$ cat src/rtl/knn_pkg.sv
// Shared k-NN constants and the distance-stream FSM state type.
// Latency: n/a (package only).
// Backpressure: n/a; used by knn_dist_stream, k_sel and the vote stage.
package knn_pkg;

  localparam int NUM_FEAT = 8;
  localparam int FEAT_W   = 8;
  // Must match the k-nearest selector distance width.
  localparam int DIST_W   = 2*FEAT_W + $clog2(NUM_FEAT);
  // Largest possible squared distance: every feature at opposite extremes.
  localparam int unsigned MAX_DIST = NUM_FEAT * (2**FEAT_W - 1) * (2**FEAT_W - 1);

  typedef enum logic [1:0] {
    IDLE  = 2'd0,
    RUN   = 2'd1,
    DRAIN = 2'd2,
    DONE  = 2'd3
  } state_t;

endpackage

$ cat src/rtl/knn_sq_diff.sv
// One feature lane of the distance unit: |q - s| in S1, then its square in S2.
// Latency: 2 cycles from in_valid to the squared result in sq.
// Backpressure: none; registers load on their stage valid, flush clears them.
// Ports:
//   clk, reset     clock, asynchronous active-low reset
//   flush          synchronous clear of both stage registers (run abort)
//   in_valid       q/s hold a live sample this cycle; loads S1
//   s1_valid       S1 holds a live sample; loads S2
//   q, s           query feature and ROM sample feature (unsigned)
//   sq             S2 register: (q - s)^2, exact
module knn_sq_diff #(
  parameter int FEAT_W = knn_pkg::FEAT_W
) (
  input  logic                  clk,
  input  logic                  reset,
  input  logic                  flush,
  input  logic                  in_valid,
  input  logic                  s1_valid,
  input  logic [FEAT_W-1:0]     q,
  input  logic [FEAT_W-1:0]     s,
  output logic [2*FEAT_W-1:0]   sq
);
  import knn_pkg::*;

  logic [FEAT_W-1:0]   diff_r;
  logic [FEAT_W-1:0]   abs_diff;
  logic [2*FEAT_W-1:0] diff_wide;

  // Unsigned subtraction in whichever order keeps the result non-negative.
  assign abs_diff  = (q > s) ? (q - s) : (s - q);
  // Widen before multiplying so the product is computed at full width.
  assign diff_wide = {{FEAT_W{1'b0}}, diff_r};

  always_ff @(posedge clk or negedge reset) begin
    if (!reset) begin
      diff_r <= '0;
      sq     <= '0;
    end else if (flush) begin
      diff_r <= '0;
      sq     <= '0;
    end else begin
      if (in_valid) diff_r <= abs_diff;
      if (s1_valid) sq     <= diff_wide * diff_wide;
    end
  end

endmodule

$ cat src/rtl/knn_dist_stream.sv
// k-NN front end: streams every ROM sample against a latched query, one squared distance per cycle.
// Latency: valid for address A appears 4 cycles after rom_rd_en for A; done 1 cycle after last valid.
// Backpressure: none; downstream must accept one beat per cycle. abort cancels and flushes.
// Ports:
//   clk, reset         clock, asynchronous active-low reset
//   start, abort       run request (IDLE only) and synchronous cancel (abort wins)
//   query              query vector, feature i at [i*FEAT_W +: FEAT_W]
//   rom_rd_en/addr     sync-read ROM request; rom_data returns {class, features} one cycle later
//   valid/distance/class_out  one beat per sample, in ROM order
//   busy, done         run in progress; one-cycle completion pulse
module knn_dist_stream #(
  parameter  int NUM_FEAT    = knn_pkg::NUM_FEAT,
  parameter  int FEAT_W      = knn_pkg::FEAT_W,
  parameter  int NUM_SAMPLES = 256,
  parameter  int ADDR_W      = 8,
  localparam int DIST_W      = 2*FEAT_W + $clog2(NUM_FEAT)
) (
  input  logic                       clk,
  input  logic                       reset,
  input  logic                       start,
  input  logic                       abort,
  input  logic [NUM_FEAT*FEAT_W-1:0] query,
  output logic                       rom_rd_en,
  output logic [ADDR_W-1:0]          rom_addr,
  input  logic [NUM_FEAT*FEAT_W:0]   rom_data,
  output logic                       valid,
  output logic [DIST_W-1:0]          distance,
  output logic                       class_out,
  output logic                       busy,
  output logic                       done
);
  import knn_pkg::*;

  localparam int                CLS_BIT   = NUM_FEAT*FEAT_W;
  localparam logic [ADDR_W-1:0] LAST_ADDR = ADDR_W'(NUM_SAMPLES - 1);

  state_t                      state, next_state;
  logic [ADDR_W-1:0]           addr_r;
  logic [NUM_FEAT*FEAT_W-1:0]  query_r;
  logic                        start_ok;
  logic                        flush;

  // Stage valid bits: v0 = rom_data live, v1 = S1, v2 = S2, v3 = S3 (output beat).
  logic                        v0, v1, v2, v3;
  // Class bit rides alongside the data through S1 and S2.
  logic                        cls1, cls2;

  logic [2*FEAT_W-1:0]         sq [NUM_FEAT];
  logic [DIST_W-1:0]           sum;

  assign start_ok = (state == IDLE) && start && !abort;
  // Abort only acts on a run in progress; in IDLE the outputs hold their last values.
  assign flush    = abort && (state != IDLE);

  // ---------------- FSM ----------------
  always_ff @(posedge clk or negedge reset) begin
    if (!reset) state <= IDLE;
    else        state <= next_state;
  end

  always_comb begin
    next_state = state;
    rom_rd_en  = 1'b0;
    busy       = 1'b1;
    done       = 1'b0;
    case (state)
      IDLE: begin
        busy = 1'b0;
        if (start_ok) next_state = RUN;
      end
      RUN: begin
        rom_rd_en = 1'b1;
        if (abort)                 next_state = IDLE;
        else if (addr_r == LAST_ADDR) next_state = DRAIN;
      end
      DRAIN: begin
        // Leave once only S3 may still be occupied: that beat is emitted this
        // cycle, so DONE lands exactly one cycle after the final valid.
        if (abort)                  next_state = IDLE;
        else if (!(v0 || v1 || v2)) next_state = DONE;
      end
      DONE: begin
        // An abort arriving in DONE suppresses the pulse.
        done       = !abort;
        next_state = IDLE;
      end
      default: next_state = IDLE;
    endcase
  end

  // ---------------- Address counter and query register ----------------
  always_ff @(posedge clk or negedge reset) begin
    if (!reset) begin
      addr_r  <= '0;
      query_r <= '0;
    end else begin
      // Counter advances only while staying in RUN, so it is back at 0 for the next run.
      if ((state == RUN) && (next_state == RUN)) addr_r <= addr_r + ADDR_W'(1);
      else                                       addr_r <= '0;
      if (start_ok) query_r <= query;
    end
  end

  assign rom_addr = addr_r;

  // ---------------- Feature lanes: S1 abs-diff, S2 square ----------------
  for (genvar i = 0; i < NUM_FEAT; i++) begin : g_feat
    knn_sq_diff #(.FEAT_W(FEAT_W)) u_sq_diff (
      .clk      (clk),
      .reset    (reset),
      .flush    (flush),
      .in_valid (v0),
      .s1_valid (v1),
      .q        (query_r[i*FEAT_W +: FEAT_W]),
      .s        (rom_data[i*FEAT_W +: FEAT_W]),
      .sq       (sq[i])
    );
  end

  // ---------------- S3 adder tree ----------------
  always_comb begin
    sum = '0;
    for (int i = 0; i < NUM_FEAT; i++) begin
      sum = sum + DIST_W'(sq[i]);
    end
  end

  // ---------------- Valid / class pipeline and output register ----------------
  always_ff @(posedge clk or negedge reset) begin
    if (!reset) begin
      v0        <= 1'b0;
      v1        <= 1'b0;
      v2        <= 1'b0;
      v3        <= 1'b0;
      cls1      <= 1'b0;
      cls2      <= 1'b0;
      class_out <= 1'b0;
      distance  <= '0;
    end else if (flush) begin
      v0        <= 1'b0;
      v1        <= 1'b0;
      v2        <= 1'b0;
      v3        <= 1'b0;
      cls1      <= 1'b0;
      cls2      <= 1'b0;
      class_out <= 1'b0;
      distance  <= '0;
    end else begin
      v0 <= rom_rd_en;
      v1 <= v0;
      v2 <= v1;
      v3 <= v2;
      if (v0) cls1 <= rom_data[CLS_BIT];
      if (v1) cls2 <= cls1;
      if (v2) begin
        class_out <= cls2;
        distance  <= sum;
      end
    end
  end

  assign valid = v3;

endmodule
$ cat config.mk
export PLATFORM = sky130hd
export DESIGN_NAME = knn_dist_stream
export DESIGN_NICKNAME = d
export VERILOG_FILES = /design/src/rtl/knn_pkg.sv /design/src/rtl/knn_sq_diff.sv /design/src/rtl/knn_dist_stream.sv
export SDC_FILE = /design/constraint.sdc
export NUM_CORES = 1
export LEC_CHECK = 0
export BUFFER_PORTS_ARGS = -buffer_cell sky130_fd_sc_hd__buf_4
export CAP_MARGIN = 20
export CORE_AREA = 3 3 229 231
export DETAILED_ROUTE_END_ITERATION = 12
export DIE_AREA = 0 0 232 234
export GPL_ROUTABILITY_DRIVEN = 0
export PLACE_DENSITY = 0.82
export RECOVER_POWER = 50
export SLEW_MARGIN = 20
export SYNTH_ARGS = -nofsm -noshare
export SYNTH_HDL_FRONTEND = slang
export SYNTH_SLANG_ARGS = --single-unit
$ cat constraint.sdc
create_clock -name clk -period 6.2 [get_ports clk]
set_clock_uncertainty 0.05 [all_clocks]
set_input_delay 0.31 -clock clk [delete_from_list [all_inputs] [get_ports clk]]
set_output_delay 0.31 -clock clk [all_outputs]
set_load 0.1 [all_outputs]
# Yosys cells after proc, flatten, opt, wreduce, memory -nomap -nowiden
# Index checks and enable logic that the tools add are counted.
# classes
addsub	24
n_mul	8
order_cmp	8
n_eq_ne	5
n_mux	62
reduce_logical	12
# ops
op	count
$mux 16	16
$mux 8	25
$mul 8x8->16	8
$sub 8x8->8	16
$add 19x16->19	4
$gt 8x8->1	8
$mux 19	2
$add 18x16->19	1
$add 17x16->18	1
$add 16x16->17	1
$mux 1	13
$mux 2	5
$add 8x1->8 const B	1
$eq 8x8->1 const B	1
$pmux 2 s4	1
$reduce_bool 2->1	4
$eq 2x1->1 const B	2
$eq 2x2->1 const B	2
$logic_and 1x1->1	4
$logic_not 2->1	1
$logic_or 1x1->1	2
$logic_not 1->1	1
# totals
reg_bits	292
inputBits	133
wordCells	146

# Longest topological paths before layout
# Gate-level depths: netlist of run 1.
# logic_depth
ltp_word	9
ltp_mapped	18
depth_no_buf	17

# Hierarchy
# A second synthesis of run 1 with hierarchy kept.
# hier_totals
hier_cells	3721
hier_area_um2	33891.3
# by_module_without_submodules
module	n_inst	cells_per_inst	area_each_um2	seq_area_each_um2
knn_sq_diff at g_feat[4].u_sq_diff ...	4	371	3319.4	575.6
knn_dist_stream	1	702	7390.8	2502.4
knn_sq_diff at g_feat[0].u_sq_diff ...	2	402	3352.0	575.6
knn_sq_diff at g_feat[2].u_sq_diff	1	372	3278.1	575.6
knn_sq_diff at g_feat[3].u_sq_diff	1	359	3240.6	575.6

# Worst setup path after synthesis of run 1
# OpenSTA, ideal clock, no wires.
# synth_timing
kind	register to register
startpoint	register g_feat[1].u_sq_diff.diff_r[5]
endpoint	register g_feat[1].u_sq_diff.sq[14]
setup_time_ps	69
arrival_ps	4375
t_required_ps	6081
slack_ps	1706
path_stages_with_launch	17
period_less_slack_ps	4494
path_cell_list	dfrtp_1 > clkbuf_1 > inv_1 > nor2_1 > fa_1 > fa_1 > inv_1 > fa_1 > inv_1 > fa_1 > ha_1 > a21o_1 > a211o_1 > o211ai_1 > a21oi_1 > or4_1 > nand3_1
# synth_via
elab_chain_len	3
# synth_lines
item	line	source
start, declared	knn_sq_diff.sv:25	logic [FEAT_W-1:0] diff_r;
start signal, assigned	knn_sq_diff.sv:42	if (in_valid) diff_r <= abs_diff;
$mul 8x8->16	knn_sq_diff.sv:43	if (s1_valid) sq <= diff_wide * diff_wide;
$mux 16	knn_sq_diff.sv:43	
$mux 16	knn_sq_diff.sv:38	end else if (flush) begin
end signal, assigned	knn_sq_diff.sv:43	
end, declared	knn_sq_diff.sv:21	output logic [2*FEAT_W-1:0] sq
# No other way between the ends. The select of a mux whose other input is x is not followed.
# A chain may end at the register's enable or synchronous reset.

# Final worst setup path of run 1
# layout_timing
startpoint	register g_feat[7].u_sq_diff.diff_r[5]
endpoint	register g_feat[7].u_sq_diff.sq[15]
# layout_via
elab_chain_len	3
# layout_lines
item	line
start, declared	knn_sq_diff.sv:25
start signal, assigned	knn_sq_diff.sv:42
$mul 8x8->16	knn_sq_diff.sv:43
$mux 16	knn_sq_diff.sv:43
$mux 16	knn_sq_diff.sv:38
end signal, assigned	knn_sq_diff.sv:43
end, declared	knn_sq_diff.sv:21
# No other way between the ends. The select of a mux whose other input is x is not followed.

==> impl_metrics.json, run 1 <==
{
  "detail-route-antenna-nets": 0,
  "synth.avg_cell_area_um2": 8.99,
  "drtIter0Drc": 1863,
  "fp-row-count": 82,
  "initial_core_util_pct": 64.1,
  "die_x_um": 232,
  "synth-edff-count": 0,
  "crit_path_start": "g_feat[7].u_sq_diff.diff_r[5]$_DFFE_PN0P_",
  "antenna_cells": 0,
  "h-tree-depth": 2,
  "placed_area_um2": 33900,
  "critPathLaunchType": "flop",
  "worst_ep_required_time_ps": 6560,
  "core_area_um2": 50300,
  "maxCapViolations": 3,
  "worst_pin_slew_ps": 3730,
  "synth_area_um2": 32200,
  "syn_inst": 3583,
  "holdCritStartpoint": "start",
  "dp_hpwl_mm": 59.0,
  "cts_tree": "yes",
  "min_period_over_period_pct": 76.9,
  "violations": "capacitance limit, slew limit",
  "antenna_found_initial": 0,
  "grt_max_degree": 155,
  "max_freq_mhz": 210,
  "ios": 165,
  "ys_warn_count": 0,
  "setup_viol": 0,
  "cts.sinks": 284,
  "portBuffers": 164,
  "worstSkewPairLatency_ps": 560,
  "cts_buffers": 37,
  "fin_area_um2": 35800,
  "synthArstFlopShare_pct": 100,
  "die-area_um2": 54300,
  "grt_pass1_vias": 25700,
  "n_fill_cell": 3729,
  "die_h_um": 234,
  "track_usage_pct": 29.5,
  "grt-ovfl-total": 0,
  "hold_violations": 0,
  "hold_end": "state[0]$_DFF_PN0_",
  "grt_pass1_wl_mm": 129,
  "cts.path.max_buffers": 3,
  "synth_seq_cells": 284,
  "routed-via-count": 25100,
  "synthDistinctLibCells": 76,
  "wire_per_inst_um": 17.5,
  "status": "finished with violations",
  "drt_pass1_iterations": 5,
  "timing.final.crit_period_ps": 4770,
  "ctsResizeCount": 0,
  "dp_cells": 4312,
  "worstSetupPathType": "reg2reg",
  "slew_violations": 177,
  "relSlewSlack_pct": -148,
  "r2r_setup_slack_ps": 1430,
  "synth_ff_type": "dfrtp_1",
  "vias_per_cell": 5.64,
  "r2r_start": "g_feat[7].u_sq_diff.diff_r[5]$_DFFE_PN0P_",
  "reg2regPathDepth": 16,
  "final.setup.tns_ps": 0,
  "cp-end-kind": "flop",
  "hold_path_depth": 3,
  "drc": 0,
  "yosysSeqAreaShare_pct": 22.1,
  "min_path_type": "in2reg",
  "fin_util_pct": 71.2,
  "r2r-end": "g_feat[7].u_sq_diff.sq[15]$_DFFE_PN0P_",
  "rsz0062_at_grt": "false",
  "cp_data_arrival_time_ps": 5120,
  "drt_wl_total_mm": 77.8,
  "fin_nets": 4564,
  "drive_gt1_share_pct": 6.33,
  "path_clk_slew_ps": 60,
  "final-instance-count-excl-fill": 4445,
  "clock-root-buffer": "clkbuf_16",
  "cp_max_fo": 10,
  "syn2layout_area_growth_pct": 11.1
}
-- per-layer routing --
| metal | vias to the layer above | part of all wire [%] | global-route usage (%) |
|---|---|---|---|
| met4 | 0 | 3.5 | 10.3 |
| met2 | 763 | 46 | 47.9 |
| met5 | - | 0 | 0 |
| li1 | 11900 | - | - |
| met3 | 167 | 6.2 | 4.36 |
| met1 | 12300 | 44 | 40.7 |
-- cells by family (layout without fill, tap and decap cells) --
family	Yosys count	count (layout)	synth area share (%)
AND/OR/NAND/NOR	871	871	13.3
other	2	8	0.0233
flip-flops	284	284	22.1
buffers and inverters	801	985	9.44
XOR/XNOR	172	172	4.68
multiplexers	144	144	4.54
AO/OA/AOI/OAI	624	624	12.1
adder cells (fa/ha/maj)	685	685	33.8
-- Yosys cell counts, types with 39 or more instances --
| master | count | area share (%) |
|---|---|---|
| mux2i_1 | 127 | 3.9 |
| ha_1 | 378 | 15 |
| inv_1 | 673 | 7.8 |
| a21o_1 | 49 | 1.1 |
| xor2_1 | 52 | 1.4 |
| xnor2_1 | 120 | 3.3 |
| clkbuf_1 | 96 | 1.1 |
| nor2b_1 | 39 | 0.76 |
| and2_1 | 188 | 3.7 |
| o21ai_1 | 59 | 0.92 |
| o21ai_0 | 139 | 2.2 |
| fa_1 | 307 | 19 |
| a21oi_1 | 163 | 2.5 |
| nor3_1 | 45 | 0.70 |
| nor2_1 | 218 | 2.5 |
| dfrtp_1 | 284 | 22 |
| nand2_1 | 233 | 2.7 |
| a211oi_1 | 50 | 1.2 |
-- area by class of cell --
type | count | area [µm²] | area share [%]
Multi-Input combinational cell | 2504 | 22100 | 61.7
Timing Repair Buffer | 245 | 1900 | 5.31
Clock inverter | 15 | 199 | 0.556
Tap cell | 672 | 841 | 2.35
Inverter | 674 | 2530 | 7.07
Sequential cell | 284 | 7110 | 19.9
Clock buffer | 51 | 1110 | 3.10
-- placed cells by master, fill, tap and decap left out, drive strengths merged, types with 146 or more instances in the layout --
cell type,synthesis,layout
a21oi,163,163
nand2,233,233
inv,674,676
fa,307,307
buf,31,146
o21ai,198,198
ha,378,378
and2,188,188
dfrtp,284,284
nor2,218,218
-- critical path, stage by stage (launching register included) --
cell and delay [ps]:
dfrtp_1 530, inv_1 140, nor2_1 270, fa_1 490
fa_1 540, inv_1 50, fa_1 480, inv_1 50
fa_1 440, ha_1 370, and3_1 180, a21oi_1 200
nand3_1 110, a31oi_1 320, o21ai_1 140, xor2_1 180
a21oi_1 80
-- registers in the layout, summed over array words and instances, names as in the netlist, 2 cells and up --
register / cells
state: 2
query_r: 64
g_feat.u_sq_diff.sq: 120
distance: 19
g_feat.u_sq_diff.diff_r: 64
rom_addr: 8
-- how the worst max path moves through the flow --
stage | endpoint | cells past startpoint
5_1_grt | g_feat[6].u_sq_diff.sq[15]$_DFFE_PN0P_ | 16
6_report | g_feat[7].u_sq_diff.sq[15]$_DFFE_PN0P_ | 16
3_5_place_dp | g_feat[7].u_sq_diff.sq[15]$_DFFE_PN0P_ | 16
2_1_floorplan | g_feat[1].u_sq_diff.sq[14]$_DFFE_PN0P_ | 16
4_1_cts | g_feat[7].u_sq_diff.sq[15]$_DFFE_PN0P_ | 16
3_3_place_gp | distance[17]$_DFFE_PN0P_ | 16
-- through the flow --
stage	hold slack [ps]	setup WS, ps
after floorplan	-35.6	1710
after global placement	257	1540
after detailed placement	257	1480
after CTS	70.6	1400
after global routing	94.6	1060
final	91.4	1430
-- timing repair --
item / 4_1_cts / 5_1_grt
buffers inserted: 0 / 0
hold buffers: 67 / 0
endpoints found under the hold margin: 131 / 0
Power of run 1 is left out: the tool's default activity adds up to more than one toggle a clock period on the data nets, which glitch-free logic cannot reach.
==> run 2: changes to the inputs <==
Settings changed: CORE_AREA 3 3 229 231 to 3 3 240 242, DIE_AREA 0 0 232 234 to 0 0 243 245, PLACE_DENSITY 0.82 to 0.79.
Clock period 6.2 ns to 3.8 ns, I/O delays scaled along.
==> run 2 against run 1 <==
- the run ends with capacitance limit, slew limit, setup timing left
- cell count rose by 14%
- worst hold slack worse by 64 ps
- non-clock buffer count increased by 527
- core utilization up 6.3 points
- routed wire length is 28% higher
- via count increased by 15%
- critical path type unchanged
- highest routed layer unchanged
==> impl_metrics.json, run 2 (synthesis gave the netlist of run 1 again) <==
{
  "status": "finished with violations",
  "violations": "capacitance limit, slew limit, setup timing",
  "n_fill_cell": 3164,
  "routed-via-count": 29000,
  "drc": 0,
  "largest_register": "g_feat.u_sq_diff.sq",
  "rsz0062_at_grt": "true",
  "cp_max_fo": 4,
  "cp_data_arrival_time_ps": 4870,
  "max_freq_mhz": 222,
  "drive_gt1_share_pct": 29.8,
  "ios": 165,
  "crit_path_start": "g_feat[2].u_sq_diff.diff_r[5]$_DFFE_PN0P_",
  "setup_viol": 81,
  "grt_pass1_vias": 29500,
  "detail-route-antenna-nets": 0,
  "grt-ovfl-total": 0,
  "path_buf_inv": 2,
  "grt_max_degree": 121,
  "holdCritStartpoint": "rom_data[48]",
  "initial_core_util_pct": 58.2,
  "dp_worst_setup_slack_ps": -639,
  "core_area_um2": 55300,
  "relSlewSlack_pct": -29.0,
  "r2r_start": "g_feat[2].u_sq_diff.diff_r[5]$_DFFE_PN0P_",
  "final.setup.tns_ps": -29730,
  "timing.final.crit_period_ps": 4500,
  "cp-end-kind": "flop",
  "final_common_cell": "buf_4",
  "whs_ps": 27.7,
  "cts_tree": "yes",
  "worstSkewPairLatency_ps": 590,
  "worstSetupPathType": "reg2reg",
  "clock-root-buffer": "clkbuf_16",
  "r2r_setup_slack_ps": -700,
  "min_path_type": "in2reg",
  "drtIter0Drc": 2518,
  "worst_pin_slew_ps": 1930,
  "slowest_delay_ps": 570,
  "fin_ws_ps": -701,
  "dp_hpwl_mm": 62.7,
  "wire_per_inst_um": 19.7,
  "h-tree-depth": 2,
  "hold_violations": 0,
  "hold_end": "g_feat[6].u_sq_diff.diff_r[0]$_DFFE_PN0P_",
  "die-area_um2": 59500,
  "fin_nets": 5091,
  "r2r-end": "g_feat[2].u_sq_diff.sq[14]$_DFFE_PN0P_",
  "reg2regPathDepth": 15,
  "path_clk_slew_ps": 60,
  "maxCapViolations": 2,
  "cts.sinks": 284,
  "vias_per_cell": 5.74,
  "largest_reg_flops": 120,
  "min_period_over_period_pct": 118,
  "crit_slowest_cell": "fa_1",
  "hold_path_depth": 4,
  "path_delay_family": "adder cells",
  "syn2layout_area_growth_pct": 33.0,
  "cts.path.max_buffers": 3,
  "die_h_um": 245,
  "cp_common_cell": "fa_1",
  "die_x_um": 243,
  "grt_pass1_wl_mm": 143,
  "largestRegisters": "g_feat.u_sq_diff.sq x120, g_feat.u_sq_diff.diff_r x64, query_r x64",
  "critical_path.cell_chain": "and2_4 > fa_1 > fa_1 > inv_1 > fa_1 > inv_2 > fa_1 > ha_4 > or2_4 > o31a_1 > nand2_1 > a21oi_2 > a31oi_1 > mux2i_1 > a211oi_1",
  "worst_ep_required_time_ps": 4170,
  "cts_buffers": 37,
  "antenna_found_initial": 0,
  "mostFrequentLayoutCells": "632 x buf_4, 594 x inv_1, 307 x ha_1",
  "fp-row-count": 86,
  "critPathLaunchType": "flop",
  "portBuffers": 164,
  "drt_wl_total_mm": 99.5,
  "slew_violations": 100,
  "track_usage_pct": 29.5,
  "drt_pass1_iterations": 6
}
[run 2: how the worst max path moves through the flow]
stage / endpoint / slack [ps] / cells past startpoint
final: g_feat[2].u_sq_diff.sq[14]$_DFFE_PN0P_ / -700 / 15
after global routing: distance[16]$_DFFE_PN0P_ / -870 / 17
after CTS: distance[17]$_DFFE_PN0P_ / -510 / 16
after detailed placement: distance[16]$_DFFE_PN0P_ / -640 / 17
after global placement: distance[16]$_DFFE_PN0P_ / -580 / 17
after floorplan: g_feat[1].u_sq_diff.sq[14]$_DFFE_PN0P_ / -380 / 15
[run 2: cell type report]
type                    instances  area [µm²]  area share (%)
inverters                     674        2540            5.93
flip-flops and latches        284        7150            16.7
clock buffers                  52        1090            2.56
well taps                     748         936            2.18
multi-input cells            2504       24700            57.6
repair buffers                772        6240            14.6
diodes                          1        2.50         0.00584
clock inverters                12         216           0.505
[run 2: worst min-delay path, stage by stage]
cell and delay [ps]:
buf_4 120, inv_1 50, ha_1 170, a211oi_1 80
[run 2: routing by layer]
layer / vias up / part of all wire, % / GRT usage (%) / routed length, µm
li1: 12900 / - / - / -
met1: 14100 / 37 / 36.1 / 36800
met2: 1416 / 50 / 51.9 / 49700
met3: 472 / 7.3 / 5.74 / 7220
met4: 0 / 5.8 / 10.5 / 5730
met5: - / 0 / 0 / 0
[run 2: timing repair]
action / 4_1_cts / 5_1_grt
endpoints found under the setup margin: 83 / 95
pin swaps: 176 / 218
buffers inserted: 56 / 55
cloned: 0 / 0
endpoints found under the hold margin: 135 / 0
hold buffers: 68 / 0
gates resized for setup: 228 / 317
[run 2: through the flow]
step / instances / util (%) / cell area (µm²)
2_1_floorplan: 3589 / - / 32800
3_3_place_gp: 4820 / 68.3 / 37800
3_5_place_dp: 4820 / 68.3 / 37800
4_1_cts: 5001 / 74.4 / 41100
5_1_grt: 5046 / 77.5 / 42800
6_report: 5047 / 77.5 / 42800
Power of run 2 is left out for the same reason.
